$ cat src/rtl/maj_fold_ctrl_if.sv
// Handshake bundle between a vector producer/result consumer and maj_fold_ctrl.
interface maj_fold_ctrl_if #(
    parameter int unsigned N     = 51,
    parameter int unsigned CHUNK = 8
);
    localparam int unsigned NCH   = (N + CHUNK - 1) / CHUNK;
    localparam int unsigned CNT_W = $clog2(N + 1);
    localparam int unsigned CHK_W = $clog2(NCH + 1);

    logic             in_valid;
    logic             in_ready;
    logic [N-1:0]     in_x;
    logic             early_en;
    logic             out_valid;
    logic             out_ready;
    logic             out_y;
    logic [CNT_W-1:0] out_cnt;
    logic [CHK_W-1:0] out_chunks;

    // Producer/consumer side: offers vectors, accepts results.
    modport master (
        output in_valid, in_x, early_en, out_ready,
        input  in_ready, out_valid, out_y, out_cnt, out_chunks
    );

    // Controller side.
    modport slave (
        input  in_valid, in_x, early_en, out_ready,
        output in_ready, out_valid, out_y, out_cnt, out_chunks
    );
endinterface

$ cat src/rtl/maj_fold_ctrl.sv
// Time-multiplexed N-input majority: folds the vector CHUNK bits per clock
// into a running popcount, optionally stopping once the outcome is decided.
module maj_fold_ctrl #(
    parameter int unsigned N     = 51,
    parameter int unsigned CHUNK = 8
) (
    input  logic             clk,
    input  logic             rst,
    maj_fold_ctrl_if.slave   bus
);
    localparam int unsigned NCH    = (N + CHUNK - 1) / CHUNK;
    localparam int unsigned THRESH = (N + 1) / 2;
    localparam int unsigned XW     = NCH * CHUNK;
    localparam int unsigned CNT_W  = $clog2(N + 1);
    localparam int unsigned CHK_W  = $clog2(NCH + 1);
    localparam int unsigned PC_W   = $clog2(CHUNK + 1);
    localparam int unsigned OFS_W  = $clog2(XW + 1);
    localparam int unsigned SUM_W  = CNT_W + 1;

    localparam logic [1:0] S_IDLE  = 2'd0;
    localparam logic [1:0] S_ACCUM = 2'd1;
    localparam logic [1:0] S_DONE  = 2'd2;

    // Registered state and datapath
    logic [1:0]       state_q,      state_d;
    logic [XW-1:0]    x_q,          x_d;
    logic             early_q,      early_d;
    logic [CNT_W-1:0] cnt_q,        cnt_d;
    logic [CHK_W-1:0] idx_q,        idx_d;
    logic             in_ready_q,   in_ready_d;
    logic             out_valid_q,  out_valid_d;
    logic             out_y_q,      out_y_d;
    logic [CNT_W-1:0] out_cnt_q,    out_cnt_d;
    logic [CHK_W-1:0] out_chunks_q, out_chunks_d;

    // Per-cycle fold values
    logic [CHUNK-1:0] chunk_c;
    logic [PC_W-1:0]  pc_c;
    logic [CNT_W-1:0] cnt_sum_c;
    logic [CHK_W-1:0] idx_nx_c;
    logic [OFS_W-1:0] ofs_nx_c;
    logic [CNT_W-1:0] rem_nx_c;
    logic             hit_hi_c;
    logic             hit_lo_c;
    logic             last_c;
    logic             decide_c;

    // Count of set bits in one chunk.
    function automatic logic [PC_W-1:0] popcnt(input logic [CHUNK-1:0] v);
        logic [PC_W-1:0] c;
        c = '0;
        for (int i = 0; i < int'(CHUNK); i++) begin
            c = c + PC_W'(v[i]);
        end
        return c;
    endfunction

    // Fold datapath: current chunk, updated count, remaining real bits, decision.
    always_comb begin
        chunk_c   = CHUNK'(x_q >> (OFS_W'(idx_q) * OFS_W'(CHUNK)));
        pc_c      = popcnt(chunk_c);
        cnt_sum_c = cnt_q + CNT_W'(pc_c);
        idx_nx_c  = idx_q + CHK_W'(1);
        ofs_nx_c  = OFS_W'(idx_nx_c) * OFS_W'(CHUNK);
        rem_nx_c  = (ofs_nx_c >= OFS_W'(N)) ? '0 : CNT_W'(OFS_W'(N) - ofs_nx_c);
        hit_hi_c  = (cnt_sum_c >= CNT_W'(THRESH));
        hit_lo_c  = ((SUM_W'(cnt_sum_c) + SUM_W'(rem_nx_c)) < SUM_W'(THRESH));
        last_c    = (idx_nx_c == CHK_W'(NCH));
        decide_c  = last_c || (early_q && (hit_hi_c || hit_lo_c));
    end

    // Next-state and next-output logic.
    always_comb begin
        state_d      = state_q;
        x_d          = x_q;
        early_d      = early_q;
        cnt_d        = cnt_q;
        idx_d        = idx_q;
        out_valid_d  = out_valid_q;
        out_y_d      = out_y_q;
        out_cnt_d    = out_cnt_q;
        out_chunks_d = out_chunks_q;

        case (state_q)
            S_IDLE: begin
                if (bus.in_valid && in_ready_q) begin
                    x_d     = XW'(bus.in_x);
                    early_d = bus.early_en;
                    cnt_d   = '0;
                    idx_d   = '0;
                    state_d = S_ACCUM;
                end
            end
            S_ACCUM: begin
                cnt_d = cnt_sum_c;
                idx_d = idx_nx_c;
                if (decide_c) begin
                    // hit_hi alone gives the answer: when any rule fires it agrees with it.
                    out_valid_d  = 1'b1;
                    out_y_d      = hit_hi_c;
                    out_cnt_d    = cnt_sum_c;
                    out_chunks_d = idx_nx_c;
                    state_d      = S_DONE;
                end
            end
            S_DONE: begin
                if (bus.out_ready) begin
                    out_valid_d = 1'b0;
                    state_d     = S_IDLE;
                end
            end
            default: begin
                out_valid_d = 1'b0;
                state_d     = S_IDLE;
            end
        endcase

        in_ready_d = (state_d == S_IDLE);
    end

    // State register with synchronous reset.
    always_ff @(posedge clk) begin
        if (rst) begin
            state_q      <= S_IDLE;
            x_q          <= '0;
            early_q      <= 1'b0;
            cnt_q        <= '0;
            idx_q        <= '0;
            in_ready_q   <= 1'b1;
            out_valid_q  <= 1'b0;
            out_y_q      <= 1'b0;
            out_cnt_q    <= '0;
            out_chunks_q <= '0;
        end else begin
            state_q      <= state_d;
            x_q          <= x_d;
            early_q      <= early_d;
            cnt_q        <= cnt_d;
            idx_q        <= idx_d;
            in_ready_q   <= in_ready_d;
            out_valid_q  <= out_valid_d;
            out_y_q      <= out_y_d;
            out_cnt_q    <= out_cnt_d;
            out_chunks_q <= out_chunks_d;
        end
    end

    assign bus.in_ready   = in_ready_q;
    assign bus.out_valid  = out_valid_q;
    assign bus.out_y      = out_y_q;
    assign bus.out_cnt    = out_cnt_q;
    assign bus.out_chunks = out_chunks_q;

endmodule

$ cat src/flat_wrapper.sv
// flat-port wrapper written by rule: the top's interface ports become plain ports
module maj_fold_ctrl_flat 
#(
    parameter int unsigned N     = 51,
    parameter int unsigned CHUNK = 8
)
  (clk, rst, bus_in_valid, bus_in_x, bus_early_en, bus_out_ready, bus_in_ready, bus_out_valid, bus_out_y, bus_out_cnt, bus_out_chunks);
  maj_fold_ctrl_if #(.N(N), .CHUNK(CHUNK)) bus_i ();
  input  logic clk;
  input  logic rst;
  input wire logic [$bits(bus_i.in_valid)-1:0] bus_in_valid;
  input wire logic [$bits(bus_i.in_x)-1:0] bus_in_x;
  input wire logic [$bits(bus_i.early_en)-1:0] bus_early_en;
  input wire logic [$bits(bus_i.out_ready)-1:0] bus_out_ready;
  output wire logic [$bits(bus_i.in_ready)-1:0] bus_in_ready;
  output wire logic [$bits(bus_i.out_valid)-1:0] bus_out_valid;
  output wire logic [$bits(bus_i.out_y)-1:0] bus_out_y;
  output wire logic [$bits(bus_i.out_cnt)-1:0] bus_out_cnt;
  output wire logic [$bits(bus_i.out_chunks)-1:0] bus_out_chunks;
  assign bus_i.in_valid = bus_in_valid;
  assign bus_i.in_x = bus_in_x;
  assign bus_i.early_en = bus_early_en;
  assign bus_i.out_ready = bus_out_ready;
  assign bus_in_ready = bus_i.in_ready;
  assign bus_out_valid = bus_i.out_valid;
  assign bus_out_y = bus_i.out_y;
  assign bus_out_cnt = bus_i.out_cnt;
  assign bus_out_chunks = bus_i.out_chunks;
  maj_fold_ctrl #(.N(N), .CHUNK(CHUNK)) u_core (.clk(clk), .rst(rst), .bus(bus_i));
endmodule
$ cat config.mk
export PLATFORM = sky130hd
export DESIGN_NAME = maj_fold_ctrl_flat
export DESIGN_NICKNAME = d
export VERILOG_FILES = /design/src/rtl/maj_fold_ctrl_if.sv /design/src/rtl/maj_fold_ctrl.sv /design/src/flat_wrapper.sv
export SDC_FILE = /design/constraint.sdc
export NUM_CORES = 1
export LEC_CHECK = 0
export BUFFER_PORTS_ARGS = -buffer_cell sky130_fd_sc_hd__buf_4
export CORE_AREA = 4 4 126 98
export DETAILED_ROUTE_END_ITERATION = 16
export DIE_AREA = 0 0 130 102
export GPL_TIMING_DRIVEN = 0
export PLACE_DENSITY = 0.51
export SKIP_CTS_REPAIR_TIMING = 1
export SYNTH_ARGS = -nofsm -noshare
export SYNTH_HDL_FRONTEND = slang
export SYNTH_SLANG_ARGS = --single-unit
$ cat constraint.sdc
create_clock -name clk -period 8.2 [get_ports clk]
set_input_delay 0.82 -clock clk [delete_from_list [all_inputs] [get_ports clk]]
set_output_delay 0.82 -clock clk [all_outputs]
set_load 0.03 [all_outputs]
==> After elaboration in Yosys (flattened, before gate mapping) <==
Cells that the tools add are included.
{ "op_classes": {"n_shift": 1, "mux": 12, "reduce_logical": 11, "n_addsub": 11, "n_lt_le_gt_ge": 3, "n_eq_ne": 6, "n_bitwise": 1} }
{ "op_table": {"columns": ["op", "n"], "rows": [
  ["$shr A51 B6 Y8", 1],
  ["$add A4 B1 Y4", 6],
  ["$mux W6", 2],
  ["$pmux W6 S2", 1],
  ["$add A6 B6 Y7", 1],
  ["$lt A7 B5 Y1 const B", 1],
  ["$add A6 B4 Y6", 1],
  ["$ge A6 B5 Y1 const B", 1],
  ["$ge A6 B6 Y1 const B", 1],
  ["$mux W2", 3],
  ["$pmux W2 S3", 1],
  ["$pmux W3 S2", 1],
  ["$reduce_and A2 Y1", 3],
  ["$sub A6 B6 Y6 const A", 1],
  ["$logic_not A2 Y1", 2],
  ["$ne A2 B1 Y1 const B", 2],
  ["$add A3 B1 Y3 const B", 1],
  ["$eq A3 B3 Y1 const B", 1],
  ["$mux W3", 1],
  ["$pmux W1 S3", 1],
  ["$reduce_and A3 Y1", 1],
  ["$add A1 B1 Y2", 1],
  ["$eq A2 B1 Y1 const B", 1],
  ["$eq A2 B2 Y1 const B", 1],
  ["other kinds (6)", 9]
]} }
{ "word_totals": {"elab_cells": 55, "inputBits": 56, "out_inout_bits": 12, "regBits": 75} }

==> Longest topological paths before layout <==
{ "depth": {"word_depth": 17, "ltp_mapped": 26, "ltp_nobuf": 24} }

==> Least setup slack after synthesis <==
OpenSTA, ideal clock, no wires.
{ "synth_timing": {"path_type": "reg2reg", "from": "reg u_core.idx_q[1]", "to": "reg u_core.out_cnt_q[2], in the netlist u_core.bus.out_cnt[2]", "path_buffers": 3, "setup_time_ns": 0.133, "synth_period_minus_slack_ns": 6.223, "stages_incl_launch_ff": 26, "arrival_ns": 6.090, "slack_ns": 1.977, "required_time_ns": 8.067, "path_cell_list": "dfxtp_1 -> clkbuf_1 -> buf_1 -> nor2_1 -> a21oi_1 -> a21oi_1 -> ha_1 -> fa_1 -> inv_1 -> fa_1 -> fa_1 -> inv_1 -> fa_1 -> fa_1 -> nand3_1 -> nand2_1 -> xnor2_1 -> ha_1 -> nand2_1 -> nor2_1 -> a221oi_1 -> mux2i_1 -> nor3_4 -> buf_6 -> o21ai_1 -> nor3b_2"} }
{ "synth_between": {"elab_chain_cells": 15, "word_cells_on_any_way": 21, "classes_between": "add/sub (11); order compare (3); eq/ne (1); shift (1); mux (1); reduce/logical (4)"} }
{ "synth_rtl": {"columns": ["item", "line", "text"], "rows": [
  ["start, declared", "maj_fold_ctrl.sv:29", "logic [CHK_W-1:0] idx_q, idx_d;"],
  ["start signal, assigned", "maj_fold_ctrl.sv:139", "idx_q <= idx_d;"],
  ["$shr A51 B6 Y8 *", "maj_fold_ctrl.sv:60", "chunk_c = CHUNK'(x_q >> (OFS_W'(idx_q) * OFS_W'(CHUNK)));"],
  ["$add A1 B1 Y2", "maj_fold_ctrl.sv:53", "c = c + PC_W'(v[i]);"],
  ["$add A4 B1 Y4 (5 in series)", "maj_fold_ctrl.sv:53", null],
  ["$add A4 B1 Y4 *", "maj_fold_ctrl.sv:53", null],
  ["$add A6 B4 Y6 *", "maj_fold_ctrl.sv:62", "cnt_sum_c = cnt_q + CNT_W'(pc_c);"],
  ["via u_core.cnt_sum_c[4]", "maj_fold_ctrl.sv:39", "logic [CNT_W-1:0] cnt_sum_c;"],
  ["$add A6 B6 Y7", "maj_fold_ctrl.sv:67", "hit_lo_c = ((SUM_W'(cnt_sum_c) + SUM_W'(rem_nx_c)) < SUM_W'(THRESH));"],
  ["$lt A7 B5 Y1", "maj_fold_ctrl.sv:67", null],
  ["$logic_or A1 B1 Y1 *", "maj_fold_ctrl.sv:69", "decide_c = last_c || (early_q && (hit_hi_c || hit_lo_c));"],
  ["$logic_and A1 B1 Y1 *", "maj_fold_ctrl.sv:69", null],
  ["$logic_or A1 B1 Y1 *", "maj_fold_ctrl.sv:69", null],
  ["$reduce_and A2 Y1 (no line) *", null, null],
  ["end signal, assigned", "maj_fold_ctrl.sv:143", "out_cnt_q <= out_cnt_d;"],
  ["end, declared", "maj_fold_ctrl.sv:33", "logic [CNT_W-1:0] out_cnt_q, out_cnt_d;"]
]} }
The timed path passes the listed nets; every way through them passes the cells marked *.
A chain may end at the register's enable or synchronous reset.

==> Worst setup path in the final report <==
Same ends and word-level chain as after synthesis.

==> flow_summary_export.csv <==
group,metric,value,unit
status,status,"finished clean",
detailed_routing,drcViolationCount,0,
clock_tree,clk_pin_slew,60,ps
detailed_routing,drtIter0Drc,144,
finish,layout.nets,607,
clock_tree,htree_num_levels,3,
die,row_count,34,
grt,grt_pass1_vias,3249,
grt,antenna_found_initial,0,
synth,syn_inst,454,
detailed_routing,wl_per_cell,14.9,µm
synth,yosysSeqAreaShare,0.396,
synth,synth_edf_count,0,
die,fp.coreArea,11200,µm²
grt,grt_overflow,0,
grt,grt_start_max_net_pins,14,
grt,grt_pass1_wl,16600,µm
power,powerDensity,236,nW/µm²
clock_tree,cts_buffers,9,
worst_setup_path,end_kind,"flip-flop",
finish,final_cells,681,
worst_setup_path,startpoint,"u_core.idx_q[1]",
detailed_routing,wirelength,10100,µm
synth,syn-cell-area,3790,µm²
clock_tree,clockBufferDepth,2,
synth,ys.flop_type,"dfxtp_1",
timing,tightest_slew,1140,ps
timing,clock_skew,7.64,ps
finish,multi_input_area,2140,µm²
worst_setup_path,required,8400,ps
synth,yosysWarnings,0,
die,die_area,13300,µm²
timing,slew_violations,0,
die,die_w,130,µm
timing,timing.fmax,140,MHz
synth,ys_seq_elements,75,
worst_setup_path,cpMostUsedCell,"fa_1",
placed_design,place_congestion,0.827,
grt,track_usage,0.162,
worst_setup_path,cp-start-kind,"flip-flop",
die,fp.dieH,102,µm
job,drv_cap,0,
worst_setup_path,rr_worst_depth,25,
worst_setup_path,crit_type,"flip-flop to flip-flop",
clock_tree,cts_tree,"yes",
finish,antenna_cells,0,
timing,rsz0062_at_grt,"no",
clock_tree,cts_sinks,75,
finish,final_common_cell,"nand2_1",
detailed_routing,via_per_inst,4.92,
timing,relSlewSlack,0.235,
power,p_leak,1.99,nW
finish,n_fill_cell,1137,
placed_design,io_buffers,67,
worst_setup_path,arrival,7360,ps
die,start_util,0.338,
worst_setup_path,critPathMaxFanout,10,
min_path,hp-class,"flip-flop to flip-flop",
power,ir_drop,0.115,mV
worst_setup_path,r2r-start,"u_core.idx_q[1]",
clock_tree,clock_latency,340,ps
synth,synthArstFlopShare,0,
min_path,holdCritStartpoint,"u_core.x_q[18]",
timing,finalSetupViolCount,0,
finish,final_cell_mix,"130 x nand2_1, 75 x dfxtp_1, 69 x a21oi_1",
synth,yosys.cell_types.count,50,
timing,fin_setup_tns,0,ps
timing,fin_crit_sh,0.873,
worst_setup_path,cp_slowest_cell,"fa_1",
die,pin_count,68,
synth,syn_area_per_cell,8.36,µm²
timing,min_period,7160,ps
synth,synth_fp_nets,529,
finish,layout-drive-gt1-share,0.205,
clock_tree,clockRootBuffer,"clkbuf_16",
timing,hold_viol_final,0,
detailed_routing,ant_nets,0,
finish,area_growth,26.4,%
placed_design,dpl.hpwl,7850,µm
detailed_routing,num_vias,3352,
detailed_routing,first_pass_iters,4,
finish,layout.area.seq,1500,µm²
worst_setup_path,cpPeakStageDelay,550,ps
min_path,min_path_cells,2,
placed_design,place_inst,665,
worst max-delay path: cells and delay by family, from the launching register on:
kind	cells	cell delay [ps]
AOI/OAI and AO/OA	4	670
xor gates and xnor gates	1	420
muxes	1	200
and+or+nand+nor	7	950
DFF	1	350
buffers and inverters	5	1290
adders and majority gates	7	3120
metrics by stage:
| stage | power, mW | area, µm² | util | setup slack (ps) | hold WS (ps) |
|---|---|---|---|---|---|
| final | 1.13 | 4800 | 0.427 | 1040 | 449 |
| after global placement | 0.706 | 4480 | 0.399 | 1170 | 443 |
| after floorplan | 0.626 | 3790 | - | 1980 | 433 |
| after detailed placement | 0.715 | 4480 | 0.399 | 1020 | 443 |
| after CTS | 1.14 | 4800 | 0.427 | 1010 | 451 |
| after global routing | 1.20 | 4800 | 0.427 | 524 | 467 |
sequential cells by signal, indices dropped and copies added (netlist names):
name                   count
u_core.cnt_q               6
u_core.bus.out_cnt         6
u_core.bus.out_y           1
u_core.early_q             1
u_core.x_q                51
u_core.state_q             2
u_core.bus.in_ready        1
u_core.idx_q               3
u_core.bus.out_chunks      3
u_core.bus.out_valid       1
kinds of logic (layout without fill, tap and decap cells):
logic type               after synthesis  in the layout  share of synthesized area
AND/OR/NAND/NOR                      183            183                      0.208
AO/OA/AOI/OAI                        102            102                      0.157
flip-flops                            75             75                      0.396
buffers and inverters                 39            122                     0.0412
multiplexers                          28             28                      0.101
adder cells (fa/ha/maj)               19             19                     0.0745
XOR/XNOR                               8              8                     0.0224
metal layers:
layer  share of wire  track usage
met1            0.50        0.228
met2            0.44        0.246
met3           0.058       0.0512
met4          0.0048       0.0312
met5               0            0
cell usage after synthesis (2+ instances only):
cell        n  area, µm²
a21oi_1    69        345
clkbuf_1   24       90.1
dfxtp_1    75       1500
nor3_1      3       15.0
xnor2_2     2       32.5
nand2_1   130        488
mux4_2      8        180
a22oi_1     6       45.0
xnor2_1     3       26.3
xor2_1      3       26.3
o21ai_1     7       35.0
nand3_1     3       15.0
nor2b_1     4       25.0
inv_1      10       37.5
nor2_1     30        113
ha_1       13        163
mux2i_1    19        190
fa_1        6        120
o311a_1     3       30.0
nor3b_2     2       25.0
buf_2       2       10.0
o21ai_0     4       20.0
power by group:
group	leakage [nW]	internal, mW	switching, mW	total [mW]
sequential	0.612	0.390	0.0147	0.404
combinational	1.23	0.126	0.174	0.300
clock	0.149	0.267	0.158	0.425
total	1.99	0.783	0.347	1.13
final timing paths:
path                                 to  slack (ps)
setup reg to reg  u_core.bus.out_cnt[2]        1040
setup / recovery  u_core.bus.out_cnt[2]        1040
hold / removal           u_core.x_q[18]         450
hold reg to reg          u_core.x_q[18]         450
area by class of cell:
cell class                 count  area share
clock inverter                 6      0.0185
sequential                    75       0.313
inverter                      11     0.00861
clock buffer                  10      0.0477
timing repair buffer          67       0.105
tap                          144      0.0376
buffer                        28      0.0240
multi-input combinational    340       0.446
No activity file was read; power rests on OpenSTA's default activity.
